[src/rtl/serializer_pkg.sv]
// Shared definitions for the PISO serializer: state encoding and state type.
package serializer_pkg;

    typedef logic [1:0] state_t;

    localparam state_t S_IDLE = 2'b00;
    localparam state_t S_LOAD = 2'b01;
    localparam state_t S_WAIT = 2'b10;
    localparam state_t S_SEND = 2'b11;

endpackage

[src/rtl/piso_serializer_if.sv]
// Producer-side handshake and serial-link signals of the PISO serializer.
interface piso_serializer_if #(
    parameter int DATA_W = 16
);

    logic              start;
    logic [DATA_W-1:0] data_input;
    logic              ss;
    logic              data_output;
    logic              data_sent;
    logic              frame_done;
    logic              frame_abort;
    logic [1:0]        state_q;
    logic [DATA_W-1:0] shift_q;

    modport master (
        output start, data_input, ss,
        input  data_output, data_sent, frame_done, frame_abort, state_q, shift_q
    );

    modport slave (
        input  start, data_input, ss,
        output data_output, data_sent, frame_done, frame_abort, state_q, shift_q
    );

endinterface

[src/rtl/piso_shift_reg.sv]
// Loadable shift register with zero-fill; tap is the bit at the output end.
module piso_shift_reg #(
    parameter int DATA_W    = 16,
    parameter bit LSB_FIRST = 1'b1
) (
    input  logic              clock,
    input  logic              resetn,
    input  logic              load,
    input  logic              shift,
    input  logic [DATA_W-1:0] din,
    output logic [DATA_W-1:0] q,
    output logic              tap
);

    always_ff @(posedge clock or negedge resetn) begin
        if (!resetn) begin
            q <= '0;
        end else if (load) begin
            q <= din;
        end else if (shift) begin
            q <= LSB_FIRST ? (q >> 1) : (q << 1);
        end
    end

    assign tap = LSB_FIRST ? q[0] : q[DATA_W-1];

endmodule

[src/rtl/piso_serializer.sv]
// Parallel-in/serial-out serializer framed by an active-low slave select.
// Define SERIALIZER_PARITY_EN to append an even-parity bit to every frame.
module piso_serializer
    import serializer_pkg::*;
#(
    parameter int DATA_W    = 16,
    parameter bit LSB_FIRST = 1'b1
) (
    input logic              clock,
    input logic              resetn,
    piso_serializer_if.slave bus
);

`ifdef SERIALIZER_PARITY_EN
    localparam int FRAME_LEN = DATA_W + 1;
`else
    localparam int FRAME_LEN = DATA_W;
`endif
    localparam int               CNT_W    = $clog2(FRAME_LEN + 1);
    localparam logic [CNT_W-1:0] LAST_CNT = CNT_W'(FRAME_LEN - 1);

    state_t            state;
    state_t            state_next;
    logic [CNT_W-1:0]  bit_cnt;
    logic [DATA_W-1:0] shift_q;
    logic              load;
    logic              shift;
    logic              tap;
    logic              last_bit;
    logic              abort_now;
    logic              done_now;
    logic              serial_bit;
    logic              frame_done;
    logic              frame_abort;

    // A rising ss while sending takes priority over finishing the frame.
    assign load      = (state == S_LOAD);
    assign last_bit  = (bit_cnt == LAST_CNT);
    assign abort_now = (state == S_SEND) && bus.ss;
    assign done_now  = (state == S_SEND) && !bus.ss && last_bit;
    assign shift     = (state == S_SEND) && !bus.ss && !last_bit;

    always_comb begin
        state_next = state;
        case (state)
            S_IDLE:  if (bus.start) state_next = S_LOAD;
            S_LOAD:  state_next = S_WAIT;
            S_WAIT:  if (!bus.ss) state_next = S_SEND;
            S_SEND:  if (bus.ss || last_bit) state_next = S_IDLE;
            default: state_next = S_IDLE;
        endcase
    end

    always_ff @(posedge clock or negedge resetn) begin
        if (!resetn) begin
            state       <= S_IDLE;
            bit_cnt     <= '0;
            frame_done  <= 1'b0;
            frame_abort <= 1'b0;
        end else begin
            state       <= state_next;
            frame_done  <= done_now;
            frame_abort <= abort_now;
            if (load) begin
                bit_cnt <= '0;
            end else if (shift) begin
                bit_cnt <= bit_cnt + CNT_W'(1);
            end
        end
    end

    piso_shift_reg #(
        .DATA_W    (DATA_W),
        .LSB_FIRST (LSB_FIRST)
    ) u_shift_reg (
        .clock  (clock),
        .resetn (resetn),
        .load   (load),
        .shift  (shift),
        .din    (bus.data_input),
        .q      (shift_q),
        .tap    (tap)
    );

`ifdef SERIALIZER_PARITY_EN
    logic parity_q;

    always_ff @(posedge clock or negedge resetn) begin
        if (!resetn) begin
            parity_q <= 1'b0;
        end else if (load) begin
            parity_q <= ^bus.data_input;
        end
    end

    // Once all data bits are out the counter sits at DATA_W for the parity slot.
    assign serial_bit = (bit_cnt == CNT_W'(DATA_W)) ? parity_q : tap;
`else
    assign serial_bit = tap;
`endif

    assign bus.data_output = ((state == S_WAIT) || (state == S_SEND)) ? serial_bit : 1'b0;
    assign bus.data_sent   = (state == S_IDLE);
    assign bus.frame_done  = frame_done;
    assign bus.frame_abort = frame_abort;
    assign bus.state_q     = state;
    assign bus.shift_q     = shift_q;

endmodule

[src/flat_wrapper.sv]
// flat-port wrapper written by rule: the top's interface ports become plain ports
module piso_serializer_flat import serializer_pkg::*;
#(
    parameter int DATA_W    = 16,
    parameter bit LSB_FIRST = 1'b1
)
  (clock, resetn, bus_start, bus_data_input, bus_ss, bus_data_output, bus_data_sent, bus_frame_done, bus_frame_abort, bus_state_q, bus_shift_q);
  piso_serializer_if #(.DATA_W(DATA_W)) bus_i ();
  input logic clock;
  input logic resetn;
  input wire logic [$bits(bus_i.start)-1:0] bus_start;
  input wire logic [$bits(bus_i.data_input)-1:0] bus_data_input;
  input wire logic [$bits(bus_i.ss)-1:0] bus_ss;
  output wire logic [$bits(bus_i.data_output)-1:0] bus_data_output;
  output wire logic [$bits(bus_i.data_sent)-1:0] bus_data_sent;
  output wire logic [$bits(bus_i.frame_done)-1:0] bus_frame_done;
  output wire logic [$bits(bus_i.frame_abort)-1:0] bus_frame_abort;
  output wire logic [$bits(bus_i.state_q)-1:0] bus_state_q;
  output wire logic [$bits(bus_i.shift_q)-1:0] bus_shift_q;
  assign bus_i.start = bus_start;
  assign bus_i.data_input = bus_data_input;
  assign bus_i.ss = bus_ss;
  assign bus_data_output = bus_i.data_output;
  assign bus_data_sent = bus_i.data_sent;
  assign bus_frame_done = bus_i.frame_done;
  assign bus_frame_abort = bus_i.frame_abort;
  assign bus_state_q = bus_i.state_q;
  assign bus_shift_q = bus_i.shift_q;
  piso_serializer #(.DATA_W(DATA_W), .LSB_FIRST(LSB_FIRST)) u_core (.clock(clock), .resetn(resetn), .bus(bus_i));
endmodule
[config.mk]
export PLATFORM = sky130hd
export DESIGN_NAME = piso_serializer_flat
export DESIGN_NICKNAME = d
export VERILOG_FILES = /design/src/rtl/serializer_pkg.sv /design/src/rtl/piso_serializer_if.sv /design/src/rtl/piso_shift_reg.sv /design/src/rtl/piso_serializer.sv /design/src/flat_wrapper.sv
export SDC_FILE = /design/constraint.sdc
export NUM_CORES = 1
export LEC_CHECK = 0
export ABC_AREA = 0
export CAP_MARGIN = 20
export CELL_PAD_IN_SITES_DETAIL_PLACEMENT = 1
export CELL_PAD_IN_SITES_GLOBAL_PLACEMENT = 1
export CORE_MARGIN = 5
export CORE_UTILIZATION = 35
export CTS_CLUSTER_DIAMETER = 40
export DETAILED_ROUTE_END_ITERATION = 6
export MAX_ROUTING_LAYER = met4
export PLACE_DENSITY = 0.8
export SLEW_MARGIN = 20
export SYNTH_ARGS = -nofsm -noshare
export SYNTH_HDL_FRONTEND = slang
export SYNTH_SLANG_ARGS = --single-unit
[constraint.sdc]
create_clock -name clock -period 6.25 [get_ports clock]
set_clock_uncertainty 0.15 [all_clocks]
set_input_delay 0.625 -clock clock [delete_from_list [all_inputs] [get_ports clock]]
set_output_delay 0.625 -clock clock [all_outputs]
set_load 0.02 [all_outputs]
==> results.md, run 1 <==
- Worst Max-Slew Pin Slew: 0.6748 ns
- # setup viols final: 0
- R2R Setup Slk: 3.75 ns
- Type of the worst min-delay path: primary input to async pin
- GRT Util Overall: 13.14%
- DR pass1 iterations: 2
- H-tree Lvls: 1
- Final #Nets: 195
- Resized Gates After CTS: 0
- Pre-CTS setup slack: 3.593 ns
- Cell Rows: 21
- Period utilization: 41.64%
- Setup TNS: 0 ns
- Sequential element share of the synthesized area: 51.12%
- Cts hold-fix bufs: 0
- Number of antenna-violating nets in the routed design: 0
- Die area: 0.004779 sq mm
- Total power: 0.8579 mW
- CP Launch Type: flop
- Core Area: 0.003363 sq mm
- Starting Density: 36.38%
- Fin. max-slew vios: 0
- Skew-Pair Late Insertion Delay: 0.32 ns
- Average wire per standard cell: 14.01 um
- DP Cell Count: 210
- Leakage dissipation: 0.7313 nW
- Post-CTS Setup Bufs: 0
- Synthesized flop and latch total: 25
- Post-synth top area share: 51.12%
- Outcome: finished clean
- Fillcell total: 412
- Top FF cell, synth: dfrtp_1
- ANT cells: 0
- Multi-input logic area: 544.3 sq um
- Net count after synthesis: 157
- Vias/cell: 4.949
- CTS tree: built
- Final core utilization: 50.11%
- Count of different cell masters after synthesis: 24
- DR iter-0 viols: 47
- Syn. warnings: 0
- GPL Wtd Cong: 0.7931
- FF+latch area: 625.6 sq um
- Clock root buffer: clkbuf_4
- Fin cells: 214
- Area Growth Syn to Fin: 37.73%
- Count leader, synth: a21oi_1
- PwrDens: 509.1 mW/mm^2
- Worst-case clock buffer depth: 2
- Max-cap violations: 0
- Final hold violations: 0
- Fmax: 384.2 MHz
- DP Wirelength: 2153 um
- Avg Cell Area, Syn: 9.341 sq um
- Synth area leaders: dfrtp_1 (51%), a21oi_1 (13%), nor2b_1 (7.7%)
- Synth area leader: dfrtp_1
- Top Ports: 42
- Clock slew seen by the registers of the worst setup and hold paths: 0.14 ns
- WL final: 2999 um
- Hold WS: 0.1189 ns
- Ys async rst share: 100.0%
- First-pass GRT wire length: 5078 um
- Worst EP arrival: 1.83 ns
- Post-Syn Instances: 131
- Drc violations: 0
- Total number of vias: 1059
- Layout cells sized above 1: 4.762%
- CTS sink cnt: 25
- Required @ worst endpoint: 5.47 ns
- Max rail drop VDD: 0.0001942 V
- Port Buf Inserts: 41
- Synthesized area: 0.001224 sq mm
- Post-synth EDFFs: 0
- Initial antenna violation count: 0
- Placed inst area: 0.001657 sq mm
- Minimum clock period: 2.603 ns
- Critical Path Sink Type: output port
- CP max FO: 5
- Critical path class: flop to output port
- Setup ws final: 3.647 ns
- Number of global-route vias before repair: 1111
- Largest net degree at the start of global routing: 38
- Synth top cells by count: a21oi_1 (33), dfrtp_1 (25), nand2_1 (19)
- Design area: 0.001685 sq mm
- Die Height: 69.13 um
- Chip Width: 69.13 um
- Grt ovf: 0
- RSZ-0062 raised after global routing: false
- TritonCTS Buffers: 3
- Slew Limit Headroom: 55.01%
[sequential cells by signal (all words and copies together) (netlist names)]
| signal | cells |
|---|---|
| u_core.bus.frame_done | 1 |
| u_core.bit_cnt | 5 |
| u_core.bus.state_q | 2 |
| u_core.u_shift_reg.q | 16 |
| u_core.bus.frame_abort | 1 |
[cells in the final DEF (no fill, tap or decap), drive strengths merged, types with 2 or more instances in the layout]
cell type	n
ha	6
nor2b	15
a21oi	33
o21ai	3
dfrtp	25
inv	5
clkbuf	4
nor2	2
clkdlybuf4s50	40
or3	2
buf	2
nand2	19
[power by group]
part / internal [mW] / total, mW / switching, mW / leakage [nW]
combinational: 0.234 / 0.489 / 0.255 / 0.414
clock: 0.0250 / 0.0742 / 0.0491 / 0.0150
sequential: 0.234 / 0.295 / 0.0606 / 0.302
[worst paths after layout]
kind                       depth (start not counted)                                    to                                  from
min in group clock                                 2  u_core.u_shift_reg.q[10]$_DFFE_PN0P_  u_core.u_shift_reg.q[10]$_DFFE_PN0P_
max reg2reg                                        6         u_core.bit_cnt[3]$_DFFE_PN0P_         u_core.bit_cnt[0]$_DFFE_PN0P_
max in group asynchronous                          1   u_core.u_shift_reg.q[1]$_DFFE_PN0P_                                resetn
min                                                1       u_core.bus.frame_done$_DFF_PN0_                                resetn
min reg2reg                                        2  u_core.u_shift_reg.q[10]$_DFFE_PN0P_  u_core.u_shift_reg.q[10]$_DFFE_PN0P_
max                                                4                       bus_data_output     u_core.bus.state_q[0]$_DFFE_PN0P_
[area by class of cell]
class / instances / share of cell area, %
Clock buffer: 4 / 1.559
Inverter: 5 / 1.114
Multi-Input combinational cell: 92 / 32.29
Sequential cell: 25 / 37.12
Tap cell: 46 / 3.415
Timing Repair Buffer: 42 / 24.50
[routing by layer]
| layer | track usage [%] | up-vias | part of all wire (%) |
|---|---|---|---|
| li1 | - | 514 | - |
| met1 | 17.12 | 511 | 48 |
| met2 | 20.13 | 30 | 47 |
| met5 | - | - | 0 |
| met4 | 4.555 | 0 | 0.83 |
| met3 | 2.907 | 4 | 4.1 |
[worst max-delay path, cell delays in order, from the launching register on]
cell	delay, ns
dfrtp_1	0.45
inv_1	0.10
ha_1	0.20
o21a_1	0.15
clkdlybuf4s50_1	0.61
[kinds of logic after synthesis]
| logic type | share of synthesized area (%) |
|---|---|
| xor+xnor | 0.7159 |
| mux | 0.9202 |
| simple gates | 18.61 |
| compound gates | 17.49 |
| flops | 51.12 |
| fa+ha+maj | 6.135 |
| buf+inv | 5.010 |
No activity file was read; power rests on OpenSTA's default activity.
==> inputs of run 2 (changes only) <==
--- a/config.mk
+++ b/config.mk
@@ -10,11 +10,11 @@
 export CELL_PAD_IN_SITES_DETAIL_PLACEMENT = 1
 export CELL_PAD_IN_SITES_GLOBAL_PLACEMENT = 1
 export CORE_MARGIN = 5
-export CORE_UTILIZATION = 35
+export CORE_UTILIZATION = 29
 export CTS_CLUSTER_DIAMETER = 40
 export DETAILED_ROUTE_END_ITERATION = 6
 export MAX_ROUTING_LAYER = met4
-export PLACE_DENSITY = 0.8
+export PLACE_DENSITY = 0.71
 export SLEW_MARGIN = 20
 export SYNTH_ARGS = -nofsm -noshare
 export SYNTH_HDL_FRONTEND = slang
==> constraint.sdc (replaced) <==
create_clock -name clock -period 2.3 [get_ports clock]
set_clock_uncertainty 0.15 [all_clocks]
set_input_delay 0.23 -clock clock [delete_from_list [all_inputs] [get_ports clock]]
set_output_delay 0.23 -clock clock [all_outputs]
set_load 0.02 [all_outputs]
==> results.md, run 2 (synthesis results as in run 1) <==
- Core Area: 0.004058 sq mm
- CP Cell Sequence: ha_1, and3_1, ha_1, or3b_1, or3_1, a21oi_1
- Critical Path Sink Type: flop
- Port Buf Inserts: 41
- Met1 Track Usage GR: 14.63%
- Fin. max-slew vios: 0
- CTS sink cnt: 25
- Worst-case clock buffer depth: 2
- Most common cell after layout, fill and taps aside: clkdlybuf4s50_1
- Max incr delay on CP: 0.44 ns
- Leakage dissipation: 0.7646 nW
- Max rail drop VDD: 0.0004318 V
- Type of the worst min-delay path: primary input to async pin
- Most used routing layer: met2
- Chip Width: 74.96 um
- Max-cap violations: 0
- DP Wirelength: 2353 um
- Critical path class: flop to flop
- CP max FO: 4
- CP Launch Type: flop
- Most frequent CP cell: ha_1
- Grt ovf: 0
- Fmax: 462.5 MHz
- H-tree Lvls: 1
- Die area: 0.005619 sq mm
- Minimum clock period: 2.162 ns
- Cts hold-fix bufs: 0
- Resized Gates After CTS: 0
- Post-CTS Setup Bufs: 0
- Period utilization: 94.01%
- Worst Max-Slew Pin Slew: 0.3651 ns
- Cell Rows: 23
- Layout cells sized above 1: 6.358%
- # setup viols final: 0
- Skew-Pair Late Insertion Delay: 0.27 ns
- DR iter-0 viols: 31
- Slowest-stage cell, CP: or3b_1
- Top Ports: 42
- PwrDens: 1380 mW/mm^2
- CTS tree: built
- GR Layer Usage met2: 20.31%
- Starting Density: 30.16%
- Final #Nets: 200
- Required @ worst endpoint: 2.35 ns
- ANT cells: 0
- Total number of vias: 1050
- TritonCTS Buffers: 3
- Met3 GRT Util: 3.204%
- Vias/cell: 4.709
- GRT Util Overall: 12.23%
- Average wire per standard cell: 14.30 um
- Number of antenna-violating nets in the routed design: 0
- Slew Limit Headroom: 75.66%
- Setup TNS: 0 ns
- Clock root buffer: clkbuf_8
- Initial antenna violation count: 0
- Largest register FFs: 16
- Outcome: finished clean
- Final core utilization: 43.11%
- GPL Wtd Cong: 0.8014
- Commonest non-fill, non-tap cells in the layout: clkdlybuf4s50_1 (41), a21oi_1 (33), dfrtp_1 (25), nand2_1 (19), nor2b_1 (15)
- RSZ-0062 raised after global routing: false
- Drc violations: 0
- Number of global-route vias before repair: 1190
- Biggest register: u_core.u_shift_reg.q
- Area Growth Syn to Fin: 42.94%
- Die Height: 74.96 um
- Largest net degree at the start of global routing: 38
- Worst EP arrival: 2.21 ns
- First-pass GRT wire length: 5209 um
- WL final: 3189 um
- Fillcell total: 466
- Final hold violations: 0
- Clock slew seen by the registers of the worst setup and hold paths: 0.09 ns
- DR pass1 iterations: 2
## run 2: cell types whose count changed in the layout (fill, tap and decap cells not counted), sizes merged
cell           previous run  this run
clkdlybuf4s50            40        41
buf                       2         6
## run 2: report_power, final
group	internal [mW]	total (mW)	switching (mW)
sequential	0.637	0.801	0.163
clock	0.124	0.261	0.137
combinational	0.652	1.35	0.700
total	1.41	2.41	1.00
## run 2: per-layer routing
layer | part of all wire, % | vias to the layer above
met2 | 49 | 26
li1 | - | 519
met5 | 0 | -
met4 | 1.4 | 0
met3 | 3.8 | 4
met1 | 46 | 501
## run 2: stage by stage
stage	hold WS [ns]	std cells	power [mW]	cell area (sq um)	worst slack, ns
4_1_cts	0.1852	223	2.462	1749	0.1160
2_1_floorplan	-0.2156	131	1.591	1224	0.2880
5_1_grt	0.2086	223	2.595	1749	0.03348
6_report	0.1759	223	2.414	1749	0.1377
3_5_place_dp	0.3905	219	2.185	1704	0.1412
3_3_place_gp	0.3840	219	2.142	1704	0.2156
## run 2: worst paths after layout
check	from	to	slack (ns)	depth (start not counted)
max	u_core.bit_cnt[0]$_DFFE_PN0P_	u_core.bit_cnt[3]$_DFFE_PN0P_	0.14	6
max in group asynchronous	resetn	u_core.u_shift_reg.q[5]$_DFFE_PN0P_	1.57	2
max reg2reg	u_core.bit_cnt[0]$_DFFE_PN0P_	u_core.bit_cnt[3]$_DFFE_PN0P_	0.14	6
min	resetn	u_core.bus.frame_abort$_DFF_PN0_	0.18	2
min in group clock	bus_data_input[15]	u_core.u_shift_reg.q[15]$_DFFE_PN0P_	0.38	3
min reg2reg	u_core.u_shift_reg.q[7]$_DFFE_PN0P_	u_core.u_shift_reg.q[7]$_DFFE_PN0P_	0.40	2
## run 2: worst max-delay path: cells and delay by family, from the launching register on
family	cells	cell delay [ns]
compound gates	1	0.15
simple gates	3	0.95
fa+ha+maj	2	0.43
flops	1	0.41
## run 2: cell type report
type                    count  area (sq um)  area share, %
inverters                   5         18.77          1.073
well taps                  50         62.56          3.577
multi-input cells          92         541.8          30.97
flip-flops and latches     25         625.6          35.77
clock buffers               4         45.04          2.575
repair buffers             47         455.4          26.04
==> inputs of run 3 (changes only) <==
--- a/config.mk
+++ b/config.mk
@@ -10,12 +10,13 @@
 export CELL_PAD_IN_SITES_DETAIL_PLACEMENT = 1
 export CELL_PAD_IN_SITES_GLOBAL_PLACEMENT = 1
 export CORE_MARGIN = 5
-export CORE_UTILIZATION = 29
+export CORE_UTILIZATION = 31
 export CTS_CLUSTER_DIAMETER = 40
 export DETAILED_ROUTE_END_ITERATION = 6
 export MAX_ROUTING_LAYER = met4
-export PLACE_DENSITY = 0.71
+export PLACE_DENSITY = 0.72
 export SLEW_MARGIN = 20
 export SYNTH_ARGS = -nofsm -noshare
 export SYNTH_HDL_FRONTEND = slang
+export SYNTH_HIERARCHICAL = 1
 export SYNTH_SLANG_ARGS = --single-unit
==> constraint.sdc (replaced) <==
create_clock -name clock -period 2.3 [get_ports clock]
set_clock_uncertainty 0.15 [all_clocks]
set_input_delay 0.23 -clock clock [delete_from_list [all_inputs] [get_ports clock]]
set_output_delay 0.23 -clock clock [all_outputs]
set_load 0.01 [all_outputs]
==> results.md, run 3 <==
- Post-synth EDFFs: 0
- Count leader, synth: dfrtp_1
- Fmax: 468.5 MHz
- Post-Syn Instances: 110
- Initial antenna violation count: 0
- CP Launch Point: u_core/bit_cnt[0]$_DFFE_PN0P_
- CTS sink cnt: 25
- Synth area leaders: dfrtp_1 (51%), mux2i_1 (13%), ha_1 (6.1%)
- Starting Density: 31.36%
- H-tree Lvls: 1
- Post-CTS Setup Bufs: 0
- Clock slew seen by the registers of the worst setup and hold paths: 0.09 ns
- CTS tree: built
- Fin. max-slew vios: 0
- Resized Gates After CTS: 0
- Outcome: finished clean
- Slowest-stage cell, CP: dfrtp_1
- R2R Setup Slk: 0.17 ns
- Most common cell after layout, fill and taps aside: clkdlybuf4s50_1
- Number of antenna-violating nets in the routed design: 0
- Vias/cell: 4.716
- Avg Cell Area, Syn: 11.24 sq um
- Max-cap violations: 0
- Ys async rst share: 100.0%
- Synthesized area: 0.001236 sq mm
- Total number of vias: 962
- Largest net degree at the start of global routing: 20
- DR pass1 iterations: 3
- Worst EP arrival: 2.13 ns
- Fillcell total: 450
- Top Ports: 42
- Net count after synthesis: 136
- Synth area leader: dfrtp_1
- Hold WS: 0.1116 ns
- CP Launch Type: flop
- Number of global-route vias before repair: 1051
- ANT cells: 0
- Cts hold-fix bufs: 0
- WL final: 2994 um
- Count of different cell masters after synthesis: 28
- Max incr delay on CP: 0.41 ns
- Commonest non-fill, non-tap cells in the layout: clkdlybuf4s50_1 (41), dfrtp_1 (25), mux2i_1 (16), nand2_1 (16), o21ai_1 (9)
- CP max FO: 10
- Final #Nets: 181
- Average wire per standard cell: 14.68 um
- Grt ovf: 0
- Required @ worst endpoint: 2.29 ns
- Port Buf Inserts: 41
- Period utilization: 92.79%
- R2r endpoint: u_core/u_shift_reg/q[0]$_DFFE_PN0P_
- Layout cells sized above 1: 9.091%
- Final hold violations: 0
- Critical path buffers and inverters: 1
- Setup TNS: 0 ns
- Final core utilization: 44.11%
- FF+latch area: 625.6 sq um
- Cell Rows: 23
- Die Height: 73.15 um
- Clock root buffer: clkbuf_8
- Top FF cell, synth: dfrtp_1
- Sequential element share of the synthesized area: 50.61%
- Area Growth Syn to Fin: 40.69%
- Drc violations: 0
- Critical path depth: 7
- Synthesized flop and latch total: 25
- Type of the worst min-delay path: primary input to async pin
- Critical path class: flop to flop
- CP Cell Sequence: ha_1, and3_1, ha_1, nor3b_4, buf_4, mux2i_1, o21ai_0
- Family with the most delay on the worst path: adder cells
- TritonCTS Buffers: 3
- R2R depth: 7
- Chip Width: 73.15 um
- RSZ-0062 raised after global routing: false
- First-pass GRT wire length: 4899 um
- Core Area: 0.003943 sq mm
- Worst-case clock buffer depth: 2
- Setup crit end: u_core/u_shift_reg/q[0]$_DFFE_PN0P_
- GRT Util Overall: 11.87%
- Multi-input logic area: 543.0 sq um
- Max rail drop VDD: 0.0005428 V
- Largest register FFs: 16
- Slew Limit Headroom: 71.76%
- Syn. warnings: 6
- Biggest register: u_core/u_shift_reg/q
- Worst Max-Slew Pin Slew: 0.4223 ns
- DP Wirelength: 2302 um
- GPL Wtd Cong: 0.7602
- # setup viols final: 0
- Die area: 0.005351 sq mm
- PwrDens: 1210 mW/mm^2
- Skew-Pair Late Insertion Delay: 0.26 ns
- Most frequent CP cell: ha_1
- Post-synth top area share: 50.61%
- Critical Path Sink Type: flop
- Reg2Reg Launch Point: u_core/bit_cnt[0]$_DFFE_PN0P_
- Minimum clock period: 2.134 ns
- Synth top cells by count: dfrtp_1 (25), mux2i_1 (16), nand2_1 (16)
- DR iter-0 viols: 39
- Leakage dissipation: 0.7293 nW
## run 3: changes by cell type in the layout (fill, tap and decap cells not counted), moves of 2 or more
| cell | change |
|---|---|
| nand2_1 | -3 |
| nor2b_1 | -14 |
| mux2i_1 | +16 |
| o21ai_0 | +4 |
| nor2_1 | +3 |
| o21ai_1 | +9 |
| or3_1 | -2 |
| a21oi_1 | -33 |
## run 3: report_power, final
part           leakage (nW)  internal, mW  switching [mW]  total [mW]
sequential            0.318         0.620           0.147       0.767
combinational         0.389         0.595           0.488        1.08
clock                0.0228         0.124           0.130       0.253
total                 0.729          1.34           0.765        2.10
## run 3: stage by stage
stage	std cells	total power [mW]	cell area (sq um)	setup slack, ns
6_report	204	2.104	1739	0.1657
5_1_grt	204	2.274	1739	0.01499
4_1_cts	204	2.146	1739	0.1280
3_5_place_dp	200	1.879	1694	0.1457
3_3_place_gp	200	1.832	1694	0.2584
2_1_floorplan	110	1.357	1236	0.1953
## run 3: worst min-delay path by stage
stage / startpoint / endpoint / slack, ns / cells after the start
5_1_grt: resetn / u_core/u_shift_reg/q[4]$_DFFE_PN0P_ / 0.14 / 1
2_1_floorplan: resetn / u_core/bit_cnt[0]$_DFFE_PN0P_ / -0.22 / 0
3_5_place_dp: resetn / u_core/u_shift_reg/q[4]$_DFFE_PN0P_ / 0.41 / 1
4_1_cts: resetn / u_core/u_shift_reg/q[4]$_DFFE_PN0P_ / 0.12 / 1
3_3_place_gp: resetn / u_core/u_shift_reg/q[6]$_DFFE_PN0P_ / 0.40 / 1
6_report: resetn / u_core/u_shift_reg/q[4]$_DFFE_PN0P_ / 0.11 / 1
## run 3: cell type report
type                       instances  area share [%]
inverter                           4          0.8633
tap                               50           3.597
timing repair buffer              46           25.76
multi-input combinational         75           31.22
sequential                        25           35.97
clock buffer                       4           2.590
## run 3: metal layers
layer	global-route usage (%)	wire, um
met4	1.844	0
met2	19.17	1405
met3	3.030	210
met1	15.25	1378
met5	-	0
## run 3: cells by family after synthesis
| kind of cell | count (synthesis) | synth area share (%) |
|---|---|---|
| AOI/OAI and AO/OA | 20 | 9.312 |
| xor gates and xnor gates | 2 | 1.417 |
| adders and majority gates | 6 | 6.073 |
| buffers and inverters | 10 | 5.465 |
| DFF | 25 | 50.61 |
| muxes | 18 | 14.78 |
| and+or+nand+nor | 29 | 12.35 |
